[src/rtl/tl45_pkg.sv]
// tl45_pkg: shared TL45 constants (datapath width, divider latency)
package tl45_pkg;
  localparam int TL45_XLEN   = 32;
  localparam int DIV_LATENCY = 33;
endpackage

[src/rtl/div.sv]
// div: sequential restoring divider, one quotient bit per clock, signed/unsigned, quotient only
// Ports: i_clk, i_reset (sync, active-high), i_wr start strobe with i_signed/i_numerator/i_denominator;
//        o_busy while dividing, o_valid one-cycle result pulse, o_err divide-by-zero, o_quotient held result
module div
  import tl45_pkg::*;
#(
  parameter int BW   = TL45_XLEN,
  parameter int LGBW = 5
) (
  input  logic          i_clk,
  input  logic          i_reset,
  input  logic          i_wr,
  input  logic          i_signed,
  input  logic [BW-1:0] i_numerator,
  input  logic [BW-1:0] i_denominator,
  output logic          o_busy,
  output logic          o_valid,
  output logic          o_err,
  output logic [BW-1:0] o_quotient
);
  logic            r_fix, r_sign;
  logic [LGBW-1:0] r_cnt;
  logic [BW-1:0]   r_rem, r_num, r_den;
  logic [BW:0]     w_trial;
  logic            w_ge;
  logic [BW-1:0]   w_diff;
  // r_num doubles as the quotient: dividend bits shift out the top as quotient bits shift in
  assign w_trial = {r_rem, r_num[BW-1]};
  assign w_ge    = w_trial >= {1'b0, r_den};
  // when w_ge the difference is below r_den, so the low BW bits are exact
  assign w_diff  = w_trial[BW-1:0] - r_den;
  always_ff @(posedge i_clk) begin
    if (i_reset) begin
      o_busy     <= 1'b0;
      o_valid    <= 1'b0;
      o_err      <= 1'b0;
      o_quotient <= '0;
      r_cnt      <= '0;
      r_fix      <= 1'b0;
      r_sign     <= 1'b0;
      r_rem      <= '0;
      r_num      <= '0;
      r_den      <= '0;
    end else begin
      o_valid <= 1'b0;
      if (r_fix) begin
        o_quotient <= r_sign ? -r_num : r_num;
        o_valid    <= 1'b1;
        o_busy     <= 1'b0;
        r_fix      <= 1'b0;
      end else if (o_busy) begin
        r_rem <= w_ge ? w_diff : w_trial[BW-1:0];
        r_num <= {r_num[BW-2:0], w_ge};
        r_cnt <= r_cnt - 1'b1;
        r_fix <= r_cnt == '0;
      end else if (i_wr) begin
        if (i_denominator == '0) begin
          o_valid    <= 1'b1;
          o_err      <= 1'b1;
          o_quotient <= '0;
        end else begin
          o_busy <= 1'b1;
          o_err  <= 1'b0;
          r_cnt  <= LGBW'(BW - 1);
          r_rem  <= '0;
          r_num  <= (i_signed && i_numerator[BW-1]) ? -i_numerator : i_numerator;
          r_den  <= (i_signed && i_denominator[BW-1]) ? -i_denominator : i_denominator;
          r_sign <= i_signed & (i_numerator[BW-1] ^ i_denominator[BW-1]);
        end
      end
    end
  end
endmodule

[config.mk]
export PLATFORM = sky130hd
export DESIGN_NAME = div
export DESIGN_NICKNAME = d
export VERILOG_FILES = /design/src/rtl/tl45_pkg.sv /design/src/rtl/div.sv
export SDC_FILE = /design/constraint.sdc
export NUM_CORES = 1
export LEC_CHECK = 0
export CORE_UTILIZATION = 52
export CTS_CLUSTER_DIAMETER = 50
export DETAILED_ROUTE_END_ITERATION = 12
export HOLD_SLACK_MARGIN = 0.08
export PLACE_DENSITY = 0.78
export REMOVE_ABC_BUFFERS = 1
export SYNTH_ARGS = -nofsm -noshare
export SYNTH_HDL_FRONTEND = slang
export SYNTH_SLANG_ARGS = --single-unit
[constraint.sdc]
create_clock -name i_clk -period 3.2 [get_ports i_clk]
set_input_delay 0.48 -clock i_clk [delete_from_list [all_inputs] [get_ports i_clk]]
set_output_delay 0.48 -clock i_clk [all_outputs]
set_load 0.02 [all_outputs]
==> impl_metrics.py <==
metrics = {
    "run_status": {
        "status": "finished clean",
    },
    "grt": {
        "grt_max_degree": 40,
        "grtUsageTotal": 0.275,
        "grt_busiest_layer": "met2",
        "antenna_found_initial": 0,
        "use_met1": 0.331,
        "met2_usage": 0.487,
        "grt_pass1_wl_mm": 39.8,
        "grt_use_met3": 0.0491,
        "gr-total-overflow": 0,
        "grt_pass1_vias": 8507,
    },
    "yosys": {
        "synth-simple-area-share": 0.197,
        "yosysSeqAreaShare": 0.308,
        "synth-compound-area-share": 0.241,
        "synthCells": 1170,
        "synth_top_family_by_area": "compound AO/OA/AOI/OAI gates",
        "yosys-mux-area-fraction": 0.0335,
        "synthesis.area_um2": 8960,
        "ys_types": 60,
        "synth-main-ff-cell": "dfxtp_1",
        "synthAdderAreaFrac": 0.0539,
        "post_synth_xor_area_fraction": 0.114,
        "postSynthAreaPerCell_um2": 7.66,
        "ys_seq_elements": 138,
        "ys_warn_count": 0,
        "synthArstFlopShare": 0,
        "synth_edf_count": 0,
    },
    "detailed_routing": {
        "ant_nets": 0,
        "vias_per_cell": 5.65,
        "dr.pass1.iters": 5,
        "vias": 8825,
        "drcViolationCount": 0,
        "finalWirelength_mm": 23.7,
        "drt_iter0_drc": 493,
        "routedWlPerCell_um": 15.1,
    },
    "min_path": {
        "hp-class": "reg -> reg",
    },
    "finish": {
        "drive_above_1_share": 0.110,
        "fillers": 1396,
        "final_nets": 1436,
        "area_growth_pct": 27.7,
        "antennaDiodeCount": 0,
        "design_area_um2": 11400,
    },
    "clocking": {
        "ctsHoldBuffers": 0,
        "cts_made_buffers": 17,
        "cts_sinks": 138,
        "cts.htree.levels": 4,
        "cts_buffer_depth": 2,
        "cts_tree": "built",
        "clk_pin_slew_worst_paths_ps": 60,
        "clock_latency_ps": 430,
        "cts_root_buffer": "clkbuf_16",
    },
    "run": {
        "cap_violations": 0,
    },
    "sta": {
        "rsz0062_at_grt": "true",
        "worstMarginPinSlew_ps": 1050,
        "fin_crit_ps": 3090,
        "fin_skew_ps": 9.33,
        "timing.fmax_mhz": 323,
        "hold_viol": 0,
        "max_slew_margin": 0.301,
        "maxSlewViolCount": 0,
        "layout_setup_ws_ps": 106,
        "finalSetupViolations": 0,
        "setup_tns_ps": 0,
        "period_share": 0.967,
    },
    "power": {
        "totalPowerFinal_mw": 4.99,
        "leakage_nw": 4.45,
        "peakVddDrop_mv": 0.345,
        "power-per-cell-area_nw_per_um2": 436,
    },
    "floorplan": {
        "rows": 47,
        "die_y_um": 133,
        "core_area_um2": 16700,
        "io_pins": 103,
        "start_util": 0.536,
        "dieArea_um2": 17800,
        "die_w_um": 133,
    },
    "setup_path": {
        "cp-start-kind": "flop",
        "crit_type": "reg -> reg",
        "arrival_ps": 3410,
        "cp_max_fo": 3,
        "rrSetupSlack_ps": 110,
        "critPathCaptureType": "flop",
        "critPathRequiredTime_ps": 3520,
    },
    "placed_design": {
        "placed_area_um2": 10800,
        "gp_congestion": 0.927,
        "portBuffers": 102,
        "dp_hpwl_mm": 17.4,
        "dpl_worst_slack_ps": -218,
    },
}
==> layout make-up <==
cell class	count	area, um^2	share of cell area
clock inverters	13	143	0.0125
flip-flops and latches	138	2760	0.242
inverters	53	199	0.0174
clock buffers	18	429	0.0375
well taps	220	275	0.0241
repair buffers	203	1840	0.161
multi-input cells	917	5790	0.506
==> sequential cells by signal, summed over array words and instances, names as in the netlist <==
signal and flops:
o_quotient 32, r_den 32, r_num 32, r_rem 32, r_cnt 5, o_busy 1, o_err 1, o_valid 1
r_fix 1, r_sign 1
==> where the power goes <==
group	switching (mW)	internal, mW
combinational	0.626	0.526
sequential	0.0902	1.81
clock	0.789	1.15
==> routing by layer <==
| layer | up-vias | routed length (um) |
|---|---|---|
| li1 | 4471 | - |
| met1 | 4076 | 10200 |
| met2 | 237 | 11800 |
| met3 | 41 | 1050 |
| met4 | 0 | 569 |
| met5 | - | 0 |
==> cells in the mapped netlist (2+ instances only) <==
cell,instances,share of area
nor2_1,120,0.050
buf_2,9,0.0050
buf_6,3,0.0038
a21boi_0,3,0.0025
inv_1,53,0.022
ha_1,37,0.052
nand4_1,4,0.0028
buf_1,3,0.0013
nand3_1,18,0.010
o41ai_1,9,0.0088
nand3b_1,2,0.0017
nand2_1,160,0.067
a311oi_1,4,0.0039
or3_1,10,0.0070
o21bai_1,4,0.0034
or4_1,7,0.0059
a221oi_1,2,0.0020
mux2i_1,30,0.034
a211o_1,3,0.0029
o21a_1,3,0.0025
a22oi_1,25,0.021
and4b_1,2,0.0022
a21oi_1,86,0.048
a22o_1,6,0.0059
nor4_1,10,0.0070
clkbuf_1,47,0.020
nor3_1,13,0.0073
or4_4,3,0.0038
a21o_1,10,0.0084
o211ai_1,14,0.012
dfxtp_1,138,0.31
o21ai_0,89,0.050
nand4b_1,2,0.0020
nand2b_1,11,0.0077
a31oi_1,4,0.0028
o21ai_1,14,0.0078
and2_1,5,0.0035
and3_1,6,0.0042
nor2b_1,7,0.0049
xnor2_1,69,0.067
a211oi_1,36,0.030
xor2_1,48,0.047
o31ai_1,24,0.020
==> critical path, cell delays in order (launching register included) <==
cell and delay [ps]:
dfxtp_1 330, inv_1 70, ha_1 240, fa_1 400, nand2b_4 180, a2111oi_4 320
buf_4 180, o211ai_1 130, a21boi_2 200, o31ai_1 110, a21oi_1 240, a311oi_1 170
mux2i_1 150, a211o_1 270
==> logic make-up (layout without fill, tap and decap cells) <==
kind of cell,Yosys count,count (layout)
adders and majority gates,38,38
AOI/OAI and AO/OA,345,345
and+or+nand+nor,387,387
buffers and inverters,115,287
muxes,30,30
DFF,138,138
xor gates and xnor gates,117,117
==> final timing paths <==
kind	startpoint	to	cells past startpoint
setup reg to reg	r_num[31]	r_rem[28]	13
hold reg to reg	o_quotient[31]	o_quotient[31]	2
hold / removal	o_quotient[31]	o_quotient[31]	2
setup / recovery	r_num[31]	r_rem[28]	13
==> cells in the final DEF (no fill, tap or decap), types with 12 or more instances in the layout <==
master | synthesis | routed
nand2_1 | 160 | 160
o31ai_1 | 24 | 24
clkbuf_16 | 0 | 17
mux2i_1 | 30 | 30
o21ai_0 | 89 | 88
a21oi_1 | 86 | 85
inv_1 | 53 | 53
xor2_1 | 48 | 48
nor2_1 | 120 | 120
nor3_1 | 13 | 12
ha_1 | 37 | 37
xnor2_1 | 69 | 69
nand3_1 | 18 | 18
buf_4 | 0 | 97
a22oi_1 | 25 | 25
dfxtp_1 | 138 | 138
a211oi_1 | 36 | 36
o21ai_1 | 14 | 15
clkdlybuf4s50_1 | 0 | 101
o211ai_1 | 14 | 14
==> per-stage QoR <==
stage               utilization  instances  hold slack (ps)
finish                    0.685       1562              449
global route              0.685       1562              479
CTS                       0.683       1561              450
detailed placement        0.647       1528              441
global placement          0.647       1528              435
floorplan                     -       1108              426
==> repair_timing <==
item / in CTS / in global routing
pin swaps: 1 / 3
gates cloned: 0 / 0
buffers inserted: 2 / 1
endpoints found under the setup margin: 17 / 6
resized for setup: 6 / 3
Note: power is estimated with default switching activity, not from simulation.
